**src/rtl/exc_commit_ctrl.sv**
```systemverilog
// Writeback commit / trap sequencer: arbitrates exception, interrupt and ERTN
// sources, strobes the CSR file once per trap, drains the pipeline, then redirects fetch.
//
// state    | meaning
// IDLE     | WB instructions commit; trap sources are sampled
// SIGNAL   | one-cycle wb_ex or ertn_flush strobe to the CSR file
// DRAIN    | flush held while in-flight state settles
// REDIRECT | redirect offered to fetch until accepted
module exc_commit_ctrl #(
  parameter int unsigned DRAIN_CYCLES = 2,
  parameter logic [5:0]  INT_ECODE    = 6'h00
) (
  input  logic        clk,
  input  logic        resetn,
  input  logic        ws_valid,
  input  logic [31:0] ws_pc,
  input  logic        ws_ex,
  input  logic [5:0]  ws_ecode,
  input  logic [8:0]  ws_esubcode,
  input  logic [31:0] ws_vaddr,
  input  logic        ws_ertn,
  input  logic        has_int,
  input  logic [31:0] ex_entry,
  input  logic [31:0] era_value,
  input  logic        redirect_ready,
  output logic        ws_ready,
  output logic        ws_commit,
  output logic        wb_ex,
  output logic [5:0]  wb_ecode,
  output logic [8:0]  wb_esubcode,
  output logic [31:0] wb_pc,
  output logic [31:0] wb_vaddr,
  output logic        ertn_flush,
  output logic        flush_all,
  output logic        redirect_valid,
  output logic [31:0] redirect_pc,
  output logic [31:0] trap_count
);

  typedef enum logic [1:0] {
    S_IDLE     = 2'd0,
    S_SIGNAL   = 2'd1,
    S_DRAIN    = 2'd2,
    S_REDIRECT = 2'd3
  } state_t;

  localparam logic [3:0] DRAIN_LOAD = 4'(DRAIN_CYCLES);

  state_t      state, state_nxt;
  logic [3:0]  drain_cnt, drain_cnt_nxt;
  logic        kind_ertn;
  logic        ev;
  logic        in_idle;
  logic        take_event;
  logic        enter_redirect;
  logic        accept;

  assign ev             = ws_valid & (ws_ex | has_int | ws_ertn);
  assign in_idle        = (state == S_IDLE);
  assign take_event     = in_idle & ev;
  assign enter_redirect = (state != S_REDIRECT) & (state_nxt == S_REDIRECT);
  assign accept         = (state == S_REDIRECT) & redirect_ready;

  // Gated by resetn so nothing looks ready or retires while reset is held.
  assign ws_ready  = resetn & in_idle;
  assign ws_commit = resetn & in_idle & ws_valid & ~ev;

  always_comb begin
    state_nxt      = state;
    drain_cnt_nxt  = drain_cnt;
    wb_ex          = 1'b0;
    ertn_flush     = 1'b0;
    flush_all      = 1'b0;
    redirect_valid = 1'b0;
    case (state)
      S_IDLE: begin
        if (ev) state_nxt = S_SIGNAL;
      end
      S_SIGNAL: begin
        wb_ex      = ~kind_ertn;
        ertn_flush = kind_ertn;
        flush_all  = 1'b1;
        if (DRAIN_LOAD == 4'd0) begin
          state_nxt = S_REDIRECT;
        end else begin
          state_nxt     = S_DRAIN;
          drain_cnt_nxt = DRAIN_LOAD;
        end
      end
      S_DRAIN: begin
        flush_all     = 1'b1;
        drain_cnt_nxt = drain_cnt - 4'd1;
        // <= 1 rather than == 1 so a corrupted zero count cannot stall here.
        if (drain_cnt <= 4'd1) state_nxt = S_REDIRECT;
      end
      S_REDIRECT: begin
        flush_all      = 1'b1;
        redirect_valid = 1'b1;
        if (redirect_ready) state_nxt = S_IDLE;
      end
      default: state_nxt = S_IDLE;
    endcase
  end

  always_ff @(posedge clk or negedge resetn) begin
    if (!resetn) begin
      state     <= S_IDLE;
      drain_cnt <= 4'd0;
    end else begin
      state     <= state_nxt;
      drain_cnt <= drain_cnt_nxt;
    end
  end

  // Event capture: exception beats interrupt beats ERTN.
  always_ff @(posedge clk or negedge resetn) begin
    if (!resetn) begin
      kind_ertn   <= 1'b0;
      wb_ecode    <= 6'd0;
      wb_esubcode <= 9'd0;
      wb_pc       <= 32'd0;
      wb_vaddr    <= 32'd0;
    end else if (take_event) begin
      wb_pc    <= ws_pc;
      wb_vaddr <= ws_vaddr;
      if (ws_ex) begin
        kind_ertn   <= 1'b0;
        wb_ecode    <= ws_ecode;
        wb_esubcode <= ws_esubcode;
      end else if (has_int) begin
        kind_ertn   <= 1'b0;
        wb_ecode    <= INT_ECODE;
        wb_esubcode <= 9'd0;
      end else begin
        kind_ertn   <= 1'b1;
        wb_ecode    <= 6'd0;
        wb_esubcode <= 9'd0;
      end
    end
  end

  // Target is sampled only once the CSR update from SIGNAL has landed.
  always_ff @(posedge clk or negedge resetn) begin
    if (!resetn) begin
      redirect_pc <= 32'd0;
    end else if (enter_redirect) begin
      redirect_pc <= kind_ertn ? era_value : ex_entry;
    end
  end

  always_ff @(posedge clk or negedge resetn) begin
    if (!resetn) begin
      trap_count <= 32'd0;
    end else if (accept) begin
      trap_count <= trap_count + 32'd1;
    end
  end

endmodule

```
**config.mk**
```make
export PLATFORM = sky130hd
export DESIGN_NAME = exc_commit_ctrl
export DESIGN_NICKNAME = d
export VERILOG_FILES = /design/src/rtl/exc_commit_ctrl.sv
export SDC_FILE = /design/constraint.sdc
export NUM_CORES = 1
export LEC_CHECK = 0
export ABC_AREA = 1
export CORE_UTILIZATION = 39
export CTS_CLUSTER_DIAMETER = 50
export DETAILED_ROUTE_END_ITERATION = 12
export HOLD_SLACK_MARGIN = 0.12
export PLACE_DENSITY = 0.78
export SLEW_MARGIN = 5
export SYNTH_ARGS = -nofsm -noshare
export SYNTH_HDL_FRONTEND = slang
export SYNTH_SLANG_ARGS = --single-unit
```
**constraint.sdc**
```tcl
create_clock -name clk -period 1.45 [get_ports clk]
set_input_delay 0.145 -clock clk [delete_from_list [all_inputs] [get_ports clk]]
set_output_delay 0.145 -clock clk [all_outputs]
set_load 0.01 [all_outputs]
```
==> results.toml <==
[synth]
ys_ff_latch = 150
syn_area_um2 = 6930
seq_area_frac_synth = 0.541
synth_edf_count = 0
synthXorXnorAreaFrac = 0.0328
synthCells = 866
avgSynthCellArea_um2 = 8.01
synth_compound_area_frac = 0.00830
synth-simple-area-share = 0.351
muxShareOfSynthArea = 0
yosys_most_used_dff = "dfrtp_1"
yosysWarnings = 0
synthAdderAreaFrac = 0.0144
ys_async_sr_fraction = 1.00
synth_top_family_by_area = "simple AND/OR/NAND/NOR gates"
synthesis.nets = 1024
ys_types = 26

[cells_and_area]
fin_util = 0.734
nFillCells = 1222
drive_gt1_frac = 0.251
final_cells = 1503
area_growth_pct = 83.7
final_nets = 1422

[drt]
drt-total-wl_um = 24900
drc = 0
ant_nets = 0
drt_iter0_drc = 361
first_pass_iters = 5
viasPerCell = 4.89
dr_total_vias = 7355
wire_per_inst_um = 16.5

[worst_hold_path]
hold_path_end = "wb_vaddr[27]"
hold_depth = 3
min_path_type = "in2reg"
hold_start = "ws_vaddr[27]"

[worst_setup_path]
cp.required_ns = 1.75
reg2reg_slack_ns = -0.24
slowest_stage = "dfrtp_2"
r2r_cells = 10
crit_type = "reg2reg"
reg2reg_to = "redirect_pc[21]"
critPathLaunchType = "register"
crit_fanout = 7
path_cells = "ha_4 -> buf_6 -> nand3_4 -> nand2_4 -> nor2_4 -> a21oi_4 -> nand3_4 -> bufbuf_16 -> nand2_1 -> nand2_1"
max_stage_delay_ns = 0.43
critPathCaptureType = "register"
arrival_ns = 2.00
r2r-start = "state[0]"
critPathLaunch = "state[0]"

[floorplanning]
initial_core_util = 0.399
die_area_um2 = 18300
fp.dieH_um = 135
core_um2 = 17400
boundaryPins = 299
die_w_um = 135
placement_rows = 48

[sta]
clock.fmax_mhz = 591
slew_headroom = 0.405
hold_viol_final = 0
timing.hold.ws_ns = 0.266
period_share = 1.17
setup_tns_ns = -26.65
worstMarginPinSlew_ns = 0.893
rsz0062_at_grt = "yes"
setup_violations = 145
slew_viol_final = 0
period_needed_ns = 1.69
clock_skew_ns = 0.00632
fin_ws_ns = -0.243

[clocking]
cts_tree = "built"
h-tree-depth = 4
numCtsBuffers = 17
clock_latency_ns = 0.41
cts_root_buffer = "clkbuf_16"
clockBufferDepth = 2
clk_pin_slew_worst_paths_ns = 0.06
clkSinkCount = 150

[outcome]
status = "complete, but fails checks"
violations = "negative setup slack"

[power]
p_int_mw = 15.0
seq_power_share = 0.290
p_sw_frac = 0.376
peakVddDrop_v = 0.00104
power.density_nw_per_um2 = 1890
p_comb_frac = 0.521
p_leak_nw = 6.64
p_sw_mw = 9.05
total_power_mw = 24.1
pwr-share-clk = 0.189

[global_routing]
gr-total-overflow = 0
grt_max_degree = 80
grt_usage = 0.273
grt_pass1_vias = 7427
grt_pass1_wl_um = 38200
antenna_found_initial = 1

[place]
hpwl_um = 15200
port_buffers = 298
dp_cells = 1408
routabilityCongestion = 0.865

[run]
cap_viol_max_count = 0
==> cell usage in the layout, fill, tap and decap left out, types with 4 or more instances in the layout <==
master / Yosys / routed
nand2_1: 459 / 358
clkdlybuf4s50_1: 0 / 148
dfrtp_1: 150 / 140
dlygate4sd2_1: 0 / 134
nand2_2: 4 / 91
buf_4: 3 / 63
nand4_1: 38 / 38
inv_1: 40 / 35
nor2_1: 45 / 29
nand3_1: 35 / 24
buf_16: 0 / 20
buf_12: 0 / 20
clkbuf_16: 0 / 18
xor2_1: 17 / 16
buf_6: 5 / 15
nand2_4: 0 / 14
nor2_4: 3 / 12
dfrtp_2: 0 / 10
nand3_2: 1 / 9
xnor2_1: 9 / 9
dlymetal6s2s_1: 0 / 8
nor2_2: 0 / 7
ha_4: 0 / 6
nand3_4: 1 / 4
clkbuf_1: 24 / 4
==> metal layers <==
layer | routed length (um) | part of all wire | vias to the layer above | global-route usage
met5 | 0 | 0 | - | 0
li1 | - | - | 3501 | -
met3 | 1820 | 0.073 | 54 | 0.0808
met1 | 9580 | 0.39 | 3471 | 0.311
met2 | 12800 | 0.51 | 329 | 0.484
met4 | 678 | 0.027 | 0 | 0.0955
==> cell families after synthesis <==
kind of cell    after synthesis
compound gates                8
xor+xnor                     26
flops                       150
fa+ha+maj                     8
buf+inv                      80
simple gates                594
==> stage by stage <==
step                      worst slack (ns)  instance area [um2]
after floorplan                    -0.0755                 7030
after global placement              -0.269                10600
after detailed placement            -0.323                10600
after CTS                           -0.230                12500
after global routing                -0.339                12700
final                               -0.243                12700
==> worst max-delay path, delay by kind of cell (launching register included) <==
family,cells,cell delay (ns)
adders and majority gates,1,0.16
buffers and inverters,2,0.42
and+or+nand+nor,6,0.41
DFF,1,0.43
AOI/OAI and AO/OA,1,0.17
==> worst max path at each step <==
stage / endpoint / slack, ns / cells past startpoint
floorplan: trap_count[25] / -0.08 / 8
global placement: redirect_pc[2] / -0.27 / 9
detailed placement: trap_count[27] / -0.32 / 8
CTS: ertn_flush / -0.23 / 5
global route: trap_count[22] / -0.34 / 9
finish: redirect_pc[21] / -0.24 / 10
==> sequential cells by signal (all words and copies together) (netlist names) <==
name / count
wb_esubcode: 9
trap_count: 32
drain_cnt: 4
wb_pc: 32
wb_ecode: 6
wb_vaddr: 32
kind_ertn: 1
redirect_pc: 32
state: 2
==> Yosys cell counts, types with 3 or more instances <==
library cell | instances | area (um2)
nor2_1 | 45 | 169
ha_1 | 8 | 100
nand4_1 | 38 | 238
dfrtp_1 | 150 | 3750
nand2_1 | 459 | 1720
nand2_2 | 4 | 25.0
buf_6 | 5 | 56.3
nor2_4 | 3 | 33.8
nand3_1 | 35 | 175
xnor2_1 | 9 | 78.8
clkbuf_1 | 24 | 90.1
buf_4 | 3 | 22.5
buf_2 | 7 | 35.0
nor3_1 | 6 | 30.0
inv_1 | 40 | 150
xor2_1 | 17 | 149
==> area by class of cell <==
class | count | area (um2) | share of cell area
clock inverter | 8 | 121 | 0.00953
clock buffer | 24 | 482 | 0.0378
timing repair inverter | 1 | 20.0 | 0.00157
sequential | 150 | 3770 | 0.296
inverter | 41 | 174 | 0.0137
timing repair buffer | 417 | 4470 | 0.351
multi-input combinational | 636 | 3430 | 0.269
tap | 225 | 282 | 0.0221
antenna | 1 | 2.50 | 0.000196
==> power by group through the flow <==
| stage | clock (mW) | sequential, mW | combinational, mW |
|---|---|---|---|
| 3_3_place_gp | 0 | 6.75 | 9.84 |
| 4_1_cts | 4.61 | 6.88 | 12.1 |
| 2_1_floorplan | 0 | 7.48 | 3.89 |
| 6_report | 4.55 | 6.98 | 12.5 |
| 3_5_place_dp | 0 | 6.80 | 10.0 |
| 5_1_grt | 4.78 | 7.16 | 13.5 |
==> timing repair <==
item	CTS	global route
buffers inserted	37	4
hold buffers	1	0
cloned	20	1
gates resized for setup	341	53
setup endpoints to repair	269	237
pin swaps	45	7
endpoints found under the hold margin	150	0
Power figures use the tool's default switching activity.
